## src/rtl/alu_mc_pkg.sv

```systemverilog
`default_nettype none
// ============================================================================
//  Module  : alu_mc_pkg
//  Brief   : Opcode/state types and legality helper for the multi-cycle ALU.
//            Opcode 11 (MUL) is legal only when ALU_MC_MUL_EN is defined.
//  Revision: 1.0 - initial release
// ============================================================================
package alu_mc_pkg;

    localparam int ALU_MC_FUNC_W = 4;

    typedef enum logic [ALU_MC_FUNC_W-1:0] {
        FN_ADD = 4'd0,
        FN_SUB = 4'd1,
        FN_AND = 4'd2,
        FN_OR  = 4'd3,
        FN_XOR = 4'd4,
        FN_INV = 4'd5,
        FN_ADC = 4'd6,
        FN_SBB = 4'd7,
        FN_SHL = 4'd8,
        FN_SHR = 4'd9,
        FN_SAR = 4'd10,
        FN_MUL = 4'd11
    } alu_mc_func_e;

    typedef enum logic [1:0] {
        IDLE     = 2'd0,
        MUL_BUSY = 2'd1,
        DONE     = 2'd2
    } alu_mc_state_e;

    function automatic logic is_legal(input logic [ALU_MC_FUNC_W-1:0] func);
`ifdef ALU_MC_MUL_EN
        return (func <= 4'd11);
`else
        return (func <= 4'd10);
`endif
    endfunction

endpackage
`default_nettype wire

```

## src/rtl/alu_mc_shifter.sv

```systemverilog
`default_nettype none
// ============================================================================
//  Module  : alu_mc_shifter
//  Brief   : Combinational barrel shifter (SHL/SHR/SAR) with carry-out and
//            handling of shift amounts at or beyond the data width.
//  Revision: 1.0 - initial release
// ============================================================================
module alu_mc_shifter
    import alu_mc_pkg::*;
#(
    parameter int DATA_W = 8
) (
    input  logic [DATA_W-1:0] a_i,
    input  logic [DATA_W-1:0] amt_i,
    input  alu_mc_func_e      func_i,
    output logic [DATA_W-1:0] res_o,
    output logic              carry_o
);

    localparam int SHAMT_W = $clog2(DATA_W);
    localparam int MSB     = DATA_W - 1;
    localparam logic [DATA_W-1:0] LIMIT = DATA_W[DATA_W-1:0];

    logic               over_w;
    logic [SHAMT_W-1:0] sh_w;
    logic [DATA_W:0]    shl_w;
    logic [DATA_W:0]    shr_w;
    logic [DATA_W:0]    sar_w;

    assign over_w = (amt_i >= LIMIT);
    assign sh_w   = amt_i[SHAMT_W-1:0];

    // One guard bit beside the operand catches the last bit shifted out.
    assign shl_w = {1'b0, a_i} << sh_w;
    assign shr_w = {a_i, 1'b0} >> sh_w;
    assign sar_w = $signed({a_i, 1'b0}) >>> sh_w;

    always_comb begin
        res_o   = '0;
        carry_o = 1'b0;
        case (func_i)
            FN_SHL: begin
                if (!over_w) begin
                    res_o   = shl_w[MSB:0];
                    carry_o = shl_w[DATA_W];
                end
            end
            FN_SHR: begin
                if (!over_w) begin
                    res_o   = shr_w[DATA_W:1];
                    carry_o = shr_w[0];
                end
            end
            FN_SAR: begin
                if (over_w) begin
                    res_o   = {DATA_W{a_i[MSB]}};
                    carry_o = a_i[MSB];
                end else begin
                    res_o   = sar_w[DATA_W:1];
                    carry_o = sar_w[0];
                end
            end
            default: begin
                res_o   = '0;
                carry_o = 1'b0;
            end
        endcase
    end

endmodule
`default_nettype wire

```

## src/rtl/alu_mc.sv

```systemverilog
`default_nettype none
// ============================================================================
//  Module  : alu_mc
//  Brief   : Multi-cycle ALU with valid/ready in/out handshakes, registered
//            result and flags. Define ALU_MC_MUL_EN to build the iterative
//            shift-add multiplier (opcode 11); otherwise opcode 11 is illegal.
//  Revision: 1.0 - initial release
// ============================================================================
module alu_mc
    import alu_mc_pkg::*;
#(
    parameter int DATA_W = 8
) (
    input  logic              clk,
    input  logic              rst_n,
    input  logic              in_valid,
    output logic              in_ready,
    input  logic [DATA_W-1:0] operand_a,
    input  logic [DATA_W-1:0] operand_b,
    input  logic [3:0]        alu_func,
    output logic              out_valid,
    input  logic              out_ready,
    output logic [DATA_W-1:0] alu_result,
    output logic              zero_flag,
    output logic              positive_flag,
    output logic              carry_flag,
    output logic              signed_overflow,
    output logic              illegal_op
);

    localparam int MSB = DATA_W - 1;

    alu_mc_state_e     state_q;
    logic              out_valid_q;
    logic [DATA_W-1:0] result_q;
    logic              zero_q;
    logic              pos_q;
    logic              carry_q;
    logic              ovf_q;
    logic              ill_q;

    alu_mc_func_e      func_w;
    logic              accept_w;
    logic [DATA_W:0]   sum_w;
    logic [DATA_W-1:0] res_d;
    logic              carry_d;
    logic              ovf_d;
    logic              ill_d;
    logic [DATA_W-1:0] sh_res_w;
    logic              sh_carry_w;

`ifdef ALU_MC_MUL_EN
    localparam int SHAMT_W = $clog2(DATA_W);
    localparam logic [SHAMT_W-1:0] CNT_LAST = SHAMT_W'(DATA_W - 1);

    logic [2*DATA_W-1:0] acc_q;
    logic [2*DATA_W-1:0] mcand_q;
    logic [DATA_W-1:0]   mplier_q;
    logic [SHAMT_W-1:0]  cnt_q;
    logic [2*DATA_W-1:0] mul_sum_w;

    assign mul_sum_w = acc_q + (mplier_q[0] ? mcand_q : '0);
`endif

    assign func_w   = alu_mc_func_e'(alu_func);
    assign in_ready = (state_q == IDLE) || ((state_q == DONE) && out_ready);
    assign accept_w = in_valid && in_ready;

    assign out_valid       = out_valid_q;
    assign alu_result      = result_q;
    assign zero_flag       = zero_q;
    assign positive_flag   = pos_q;
    assign carry_flag      = carry_q;
    assign signed_overflow = ovf_q;
    assign illegal_op      = ill_q;

    alu_mc_shifter #(
        .DATA_W (DATA_W)
    ) u_shifter (
        .a_i     (operand_a),
        .amt_i   (operand_b),
        .func_i  (func_w),
        .res_o   (sh_res_w),
        .carry_o (sh_carry_w)
    );

    // Single-cycle datapath; carry/overflow default to their held values.
    always_comb begin
        sum_w   = '0;
        res_d   = '0;
        carry_d = carry_q;
        ovf_d   = ovf_q;
        ill_d   = 1'b0;
        if (!is_legal(alu_func)) begin
            ill_d = 1'b1;
        end else begin
            case (func_w)
                FN_ADD, FN_ADC: begin
                    sum_w   = {1'b0, operand_a} + {1'b0, operand_b}
                            + {{DATA_W{1'b0}}, (func_w == FN_ADC) & carry_q};
                    res_d   = sum_w[MSB:0];
                    carry_d = sum_w[DATA_W];
                    ovf_d   = (operand_a[MSB] == operand_b[MSB]) && (res_d[MSB] != operand_a[MSB]);
                end
                FN_SUB, FN_SBB: begin
                    sum_w   = {1'b0, operand_a} - {1'b0, operand_b}
                            - {{DATA_W{1'b0}}, (func_w == FN_SBB) & ~carry_q};
                    res_d   = sum_w[MSB:0];
                    carry_d = ~sum_w[DATA_W];
                    ovf_d   = (operand_a[MSB] != operand_b[MSB]) && (res_d[MSB] != operand_a[MSB]);
                end
                FN_AND: res_d = operand_a & operand_b;
                FN_OR:  res_d = operand_a | operand_b;
                FN_XOR: res_d = operand_a ^ operand_b;
                FN_INV: res_d = ~operand_a;
                FN_SHL, FN_SHR, FN_SAR: begin
                    res_d = sh_res_w;
                    if (operand_b != '0) begin
                        carry_d = sh_carry_w;
                    end
                end
                default: res_d = '0;
            endcase
        end
    end

    always_ff @(posedge clk or negedge rst_n) begin
        if (!rst_n) begin
            state_q     <= IDLE;
            out_valid_q <= 1'b0;
            result_q    <= '0;
            zero_q      <= 1'b1;
            pos_q       <= 1'b1;
            carry_q     <= 1'b0;
            ovf_q       <= 1'b0;
            ill_q       <= 1'b0;
`ifdef ALU_MC_MUL_EN
            acc_q       <= '0;
            mcand_q     <= '0;
            mplier_q    <= '0;
            cnt_q       <= '0;
`endif
        end else begin
            case (state_q)
                IDLE, DONE: begin
                    if (accept_w) begin
`ifdef ALU_MC_MUL_EN
                        // First partial product is folded into the accept edge.
                        if (func_w == FN_MUL) begin
                            state_q     <= MUL_BUSY;
                            out_valid_q <= 1'b0;
                            acc_q       <= operand_b[0] ? {{DATA_W{1'b0}}, operand_a} : '0;
                            mcand_q     <= {{(DATA_W-1){1'b0}}, operand_a, 1'b0};
                            mplier_q    <= operand_b >> 1;
                            cnt_q       <= SHAMT_W'(1);
                        end else
`endif
                        begin
                            state_q     <= DONE;
                            out_valid_q <= 1'b1;
                            result_q    <= res_d;
                            carry_q     <= carry_d;
                            ovf_q       <= ovf_d;
                            ill_q       <= ill_d;
                            if (!ill_d) begin
                                zero_q <= (res_d == '0);
                                pos_q  <= ~res_d[MSB];
                            end
                        end
                    end else if ((state_q == DONE) && out_ready) begin
                        state_q     <= IDLE;
                        out_valid_q <= 1'b0;
                    end
                end
`ifdef ALU_MC_MUL_EN
                MUL_BUSY: begin
                    if (cnt_q == CNT_LAST) begin
                        state_q     <= DONE;
                        out_valid_q <= 1'b1;
                        result_q    <= mul_sum_w[MSB:0];
                        carry_q     <= |mul_sum_w[2*DATA_W-1:DATA_W];
                        ovf_q       <= |mul_sum_w[2*DATA_W-1:DATA_W];
                        zero_q      <= (mul_sum_w[MSB:0] == '0);
                        pos_q       <= ~mul_sum_w[MSB];
                        ill_q       <= 1'b0;
                    end else begin
                        acc_q    <= mul_sum_w;
                        mcand_q  <= mcand_q << 1;
                        mplier_q <= mplier_q >> 1;
                        cnt_q    <= cnt_q + SHAMT_W'(1);
                    end
                end
`endif
                default: begin
                    state_q     <= IDLE;
                    out_valid_q <= 1'b0;
                end
            endcase
        end
    end

endmodule
`default_nettype wire

```

## config.mk

```make
export PLATFORM = sky130hd
export DESIGN_NAME = alu_mc
export DESIGN_NICKNAME = d
export VERILOG_FILES = /design/src/rtl/alu_mc_pkg.sv /design/src/rtl/alu_mc_shifter.sv /design/src/rtl/alu_mc.sv
export SDC_FILE = /design/constraint.sdc
export NUM_CORES = 1
export LEC_CHECK = 0
export CAP_MARGIN = 20
export CORE_MARGIN = 5
export CORE_UTILIZATION = 61
export DETAILED_ROUTE_END_ITERATION = 10
export PLACE_DENSITY = 0.88
export SLEW_MARGIN = 20
export SYNTH_ARGS = -nofsm -noshare
export SYNTH_HDL_FRONTEND = slang
export SYNTH_SLANG_ARGS = --single-unit
```

## constraint.sdc

```tcl
create_clock -name clk -period 6.8 [get_ports clk]
set_clock_uncertainty 0.2 [all_clocks]
set_input_delay 0.68 -clock clk [delete_from_list [all_inputs] [get_ports clk]]
set_output_delay 0.68 -clock clk [all_outputs]
set_load 0.02 [all_outputs]
```

==> results of run 1 <==
==> critical path, stage by stage <==
cell             delay, ns
clkdlybuf4s50_1       1.09
inv_1                 0.39
fa_1                  0.52
fa_1                  0.40
nand2b_1              0.17
a21oi_1               0.17
xor2_1                0.10
a221oi_1              0.50
nand3_1               0.16
or4_1                 0.50
o41ai_2               0.29
==> per-layer routing <==
| layer | vias up | track usage, % |
|---|---|---|
| met5 | - | 0 |
| met4 | 0 | 12.06 |
| met3 | 33 | 3.630 |
| met2 | 204 | 45.25 |
| met1 | 1421 | 38.49 |
| li1 | 1353 | - |
==> through the flow <==
step / std cells / hold WS (ns)
floorplan: 351 / 0.1844
global placement: 423 / 0.2626
detailed placement: 423 / 0.2794
CTS: 427 / 0.2924
global route: 427 / 0.3069
finish: 427 / 0.2854
==> power groups by stage <==
stage	Sequential, uW	Clock (uW)	Combinational, uW
4_1_cts	111	83.0	257
3_3_place_gp	110	0	250
3_5_place_dp	112	0	256
2_1_floorplan	130	0	145
5_1_grt	113	86.7	283
6_report	111	81.7	261
==> registers in the layout, summed over array words and instances, names as in the netlist <==
name / count
alu_result: 8
carry_flag: 1
illegal_op: 1
out_valid: 1
positive_flag: 1
signed_overflow: 1
zero_flag: 1
==> placed cells by master, fill, tap and decap left out, types with 5 or more instances in the layout <==
cell	netlist	routed
a21oi_1	27	27
clkdlybuf4s50_1	0	38
nor2_1	29	29
mux2i_1	8	8
nand2_1	28	28
mux4_2	5	5
o211ai_1	12	12
xor2_1	8	8
a31oi_1	5	5
dfrtp_1	12	12
nand2b_1	6	6
nand3_1	10	10
o21ai_0	20	20
inv_1	25	25
ha_1	31	31
nor2b_1	6	6
a221oi_1	5	5
nor3_1	6	6
==> cells by family after synthesis <==
logic type / count (synthesis) / synth area share, %
AO/OA/AOI/OAI: 109 / 27.66
XOR/XNOR: 12 / 3.846
adder cells (fa/ha/maj): 35 / 17.12
buffers and inverters: 46 / 6.914
flip-flops: 14 / 12.91
multiplexers: 17 / 8.700
AND/OR/NAND/NOR: 118 / 22.85
==> worst min path at each step <==
stage	slack, ns	startpoint	endpoint
floorplan	0.18	rst_n	alu_result[0]$_DFFE_PN0P_
global placement	0.26	alu_result[1]$_DFFE_PN0P_	alu_result[1]$_DFFE_PN0P_
detailed placement	0.28	illegal_op$_DFFE_PN0P_	illegal_op$_DFFE_PN0P_
CTS	0.29	illegal_op$_DFFE_PN0P_	illegal_op$_DFFE_PN0P_
global route	0.31	zero_flag$_DFFE_PN1P_	zero_flag$_DFFE_PN1P_
finish	0.29	illegal_op$_DFFE_PN0P_	illegal_op$_DFFE_PN0P_
==> area by class of cell <==
type / count / area, um2
clock buffers: 4 / 55.05
fillers: 364 / 1194
inverters: 25 / 93.84
multi-input cells: 291 / 2191
flip-flops and latches: 14 / 352.8
well taps: 52 / 65.06
repair buffers: 41 / 402.9
==> results.md, run 1 <==
- DR iter-0 viols: 407
- DRT met1 WL: 3438 um
- First-pass GRT wire length: 13,760 um
- Top cell type's share of synthesized area: 14.19%
- Internal power: 266.2 uW
- Max-slew headroom: 23.51%
- PortBufs: 38
- CP max FO: 24
- Post-route setup slack: 1.767 ns
- Worst reg2reg path depth: 10
- Gate Count Post-Synth: 351
- Sw Ratio: 41.24%
- I/O Pins: 39
- ANT cells: 0
- CP Launch Point: operand_b[0]
- Pre-CTS setup slack: 1.648 ns
- Clock slew at the register clock pins of the worst setup and hold paths: 0.06 ns
- Synth cell count leaders: ha_1, nor2_1, nand2_1, a21oi_1, inv_1
- Post-synthesis cell area: 2733 um2
- Hold Crit Class: register to register
- Wirelength per Cell: 20.01 um
- Hold depth: 1
- Clk sinks: 14
- Arr. time, crit path: 4.99 ns
- Core area: 4354 um2
- RSZ-0062 raised after global routing: no
- Pin count of the biggest net entering global routing: 33
- CTS max path bufs: 2
- Drc violations: 0
- Peak supply drop: 73.93 uV
- Clock power frac: 18.0%
- Synth unique cells: 66
- Die area: 5918 um2
- Synth area leader: ha_1
- CTS root buffer: clkbuf_8
- Starting Density: 62.76%
- Design area: 3161 um2
- Total grt overflow: 0
- Share of cells above drive strength 1: 7.733%
- Reg-to-reg critical path endpoint: zero_flag$_DFFE_PN1P_
- Max cap viols: 0
- Critical path endpoint: zero_flag$_DFFE_PN1P_
- Uppermost layer routed: met4
- Power density over the cells: 143.3 nW/um2
- Antenna Violating Nets Remaining: 0
- Row count: 24
- Status: complete, no violations
- Post-layout net count: 435
- Total Wirelength: 8543 um
- Worst setup EP type: register
- Fin crit share: 74.01%
- Post-Syn Nets: 410
- GRT Util Overall: 28.44%
- Cts repair resizes: 0
- Top-count cell post-synth: ha_1
- DR pass1 iterations: 6
- Type of the worst setup path: primary input to register
- TNS Setup: 0 ns
- TritonCTS Buffers: 3
- Final min period: 5.033 ns
- Sw Pwr: 186.8 uW
- Syn. warnings: 0
- Worst-Skew Late Latency: 0.25 ns
- Seq/Total Area, Yosys: 12.91%
- Placer Congestion: 0.9989
- Area grow syn2layout: 15.66%
- Actual slew at the worst max-slew pin: 1.145 ns
- Vert. Die Dim: 76.93 um
- Initial antenna violation count: 0
- Met3 WL: 885 um
- Hpwl dp: 6719 um
- # setup viols final: 0
- R2R Setup Slk: 3.17 ns
- FMAX: 0.1987 GHz
- Final core utilization: 72.59%
- Met2 wire length: 3885 um
- CP startpoint kind: primary input
- Vias in the first global route: 2,683
- Die width: 76.93 um
- Vias: 3,011
- Register share of total power: 24.4%
- Logic pwr share: 57.5%
- Vias/cell: 7.052
- Synth Register Bits: 14
- Post-synth EDFFs: 0
- Avg Cell Area, Syn: 7.785 um2
- Max H-tree Level: 1
- Largest cells by area after synthesis: ha_1, dfrtp_1, a21oi_1, mux4_2, nor2_1
- Ys async rst share: 100.0%
- Ys flop type: dfrtp_1
- Worst r2r src: carry_flag$_DFFE_PN0P_
- Post-CTS Setup Repair Bufs: 0
- Leakage Power: 0.001338 uW
- Final total power: 453.0 uW
- Data required, critical path: 6.75 ns
- Final Slew Violations: 0
- Placed inst area: 3105 um2
- Post-CTS Hold Fix Bufs: 0
- TritonCTS clock tree: built
- Final hold vios: 0
Note: power is estimated with default switching activity, not from simulation.
==> run 2: changes to the inputs <==
- CORE_UTILIZATION: 61 -> 56
- PLACE_DENSITY: 0.88 -> 0.82
- clock period: 6.8 -> 5.2 ns (I/O delays scaled with it)
==> results.md, run 2 (synthesis gave the netlist of run 1 again) <==
- CP startpoint kind: primary input
- I/O Pins: 39 (unchanged)
- Post-CTS Setup Repair Bufs: 0 (unchanged)
- Core area: 4723 um2 (+8.5%)
- Hold EP: alu_result[1]$_DFFE_PN0P_
- Antenna Violating Nets Remaining: 0 (unchanged)
- # setup viols final: 0 (unchanged)
- Commonest non-fill, non-tap cell in the layout: clkdlybuf4s50_1
- Placer Congestion: 0.9204 (-7.9%)
- Max H-tree Level: 1 (unchanged)
- Row count: 25 (+4.2%)
- DR iter-0 viols: 362 (-11%)
- Final total power: 576.0 uW (+27%)
- Arr. time, crit path: 4.29 ns (-0.70 ns)
- Clk sinks: 14 (unchanged)
- Actual slew at the worst max-slew pin: 1.021 ns (-0.1238 ns)
- Vert. Die Dim: 79.86 um (+3.8%)
- Critical hold path startpoint: alu_result[1]$_DFFE_PN0P_
- Type of the worst setup path: primary input to register
- Final core utilization: 68.13% (-4.5 points)
- TritonCTS clock tree: built
- TNS Setup: 0 ns (unchanged)
- Die area: 6377 um2 (+7.7%)
- Share of cells above drive strength 1: 9.186% (+1.5 points)
- Initial antenna violation count: 0 (unchanged)
- Hold Crit Class: register to register
- Power density over the cells: 179.0 nW/um2 (+25%)
- CP max FO: 16 (-33%)
- Max-slew headroom: 31.00% (+7.5 points)
- CTS root buffer: clkbuf_8
- Final Slew Violations: 0 (unchanged)
- Final hold vios: 0 (unchanged)
- PortBufs: 38 (unchanged)
- Final min period: 4.348 ns
- Cts repair resizes: 0 (unchanged)
- Max cap viols: 0 (unchanged)
- Fin crit share: 83.62%
- Leakage Power: 0.001365 uW (+2.0%)
- Most frequent cells in the layout: clkdlybuf4s50_1, ha_1, nor2_1
- Reg-to-reg critical path endpoint: zero_flag$_DFFE_PN1P_
- Vias in the first global route: 2,538 (-5.4%)
- Fin cells: 448 (+4.9%)
- TritonCTS Buffers: 3 (unchanged)
- Placed Cells: 445 (+5.2%)
- Post-layout net count: 442 (+1.6%)
- FMAX: 0.2300 GHz
- Data required, critical path: 5.15 ns (-1.60 ns)
- Max reg flops: 8 (unchanged)
- Post-CTS Hold Fix Bufs: 0 (unchanged)
- Worst reg2reg path depth: 10 (unchanged)
- CTS max path bufs: 2 (unchanged)
- Total grt overflow: 0 (unchanged)
- Status: complete, no violations
- Clock slew at the register clock pins of the worst setup and hold paths: 0.05 ns (about the same)
- First-pass GRT wire length: 13,180 um (-4.2%)
- DR pass1 iterations: 5 (-1)
- Worst setup EP type: register
- Worst r2r src: carry_flag$_DFFE_PN0P_
- Vias: 2,905 (-3.5%)
- Vias/cell: 6.484 (-8.0%)
- Area grow syn2layout: 17.77%
- Hold depth: 2 (+1)
- Peak supply drop: 93.63 uV (+27%)
- Hpwl dp: 6500 um (-3.3%)
- RSZ-0062 raised after global routing: no
- Wirelength per Cell: 18.34 um (-8.3%)
- GRT Util Overall: 26.04% (-2.4 points)
- R2R Setup Slk: 1.62 ns (-1.55 ns)
- Starting Density: 57.85% (-4.9 points)
- Total Wirelength: 8215 um (-3.8%)
- Worst-Skew Late Latency: 0.25 ns (about the same)
- Pin count of the biggest net entering global routing: 24 (-27%)
- Die width: 79.86 um (+3.8%)
- Drc violations: 0 (unchanged)
- ANT cells: 0 (unchanged)
run 2: final cells by class:
type / count / area (um2)
flip-flops and latches: 14 / 352.8
repair buffers: 48 / 455.4
fillers: 391 / 1505
well taps: 67 / 83.83
inverters: 25 / 93.84
multi-input cells: 291 / 2191
clock buffers: 3 / 41.29
run 2: layer usage:
layer / global-route usage [%] / vias up / share of wire [%]
met5: 0 / - / 0
met4: 8.446 / 0 / 3.2
met3: 4.176 / 30 / 10
met2: 41.82 / 173 / 46
met1: 35.49 / 1325 / 41
li1: - / 1377 / -
run 2: critical path, cell delays in order:
cell and delay [ns]:
clkdlybuf4s50_1 0.64, and3b_1 0.35, nand3_1 0.11, fa_1 0.42, fa_1 0.39, nand2b_1 0.17
a21oi_1 0.18, xor2_1 0.09, a221oi_1 0.49, nand3_1 0.11, or4_1 0.50, o41ai_2 0.31
run 2: worst max path at each step:
| stage | startpoint | to | slack (ns) | cells after the start |
|---|---|---|---|---|
| global placement | alu_func[3] | zero_flag$_DFFE_PN1P_ | 0.82 | 12 |
| finish | alu_func[3] | zero_flag$_DFFE_PN1P_ | 0.85 | 12 |
| detailed placement | alu_func[3] | zero_flag$_DFFE_PN1P_ | 0.63 | 12 |
| CTS | alu_func[3] | zero_flag$_DFFE_PN1P_ | 0.87 | 12 |
| floorplan | alu_func[0] | zero_flag$_DFFE_PN1P_ | 1.28 | 13 |
| global route | alu_func[3] | zero_flag$_DFFE_PN1P_ | 0.63 | 12 |
run 2: metrics by stage:
step / instance area [um2] / hold WS (ns) / worst slack, ns
after floorplan: 2733 / 0.02441 / 1.280
after global placement: 3177 / 0.2609 / 0.8212
after detailed placement: 3177 / 0.2787 / 0.6295
after CTS: 3218 / 0.2905 / 0.8738
after global routing: 3218 / 0.3227 / 0.6253
final: 3218 / 0.2824 / 0.8516
run 2: report_power, final:
group | switching (uW) | internal (uW) | total (uW)
registers | 12.3 | 132 | 144
logic | 192 | 152 | 344
clock network | 36.5 | 51.3 | 87.8
total | 241 | 335 | 576
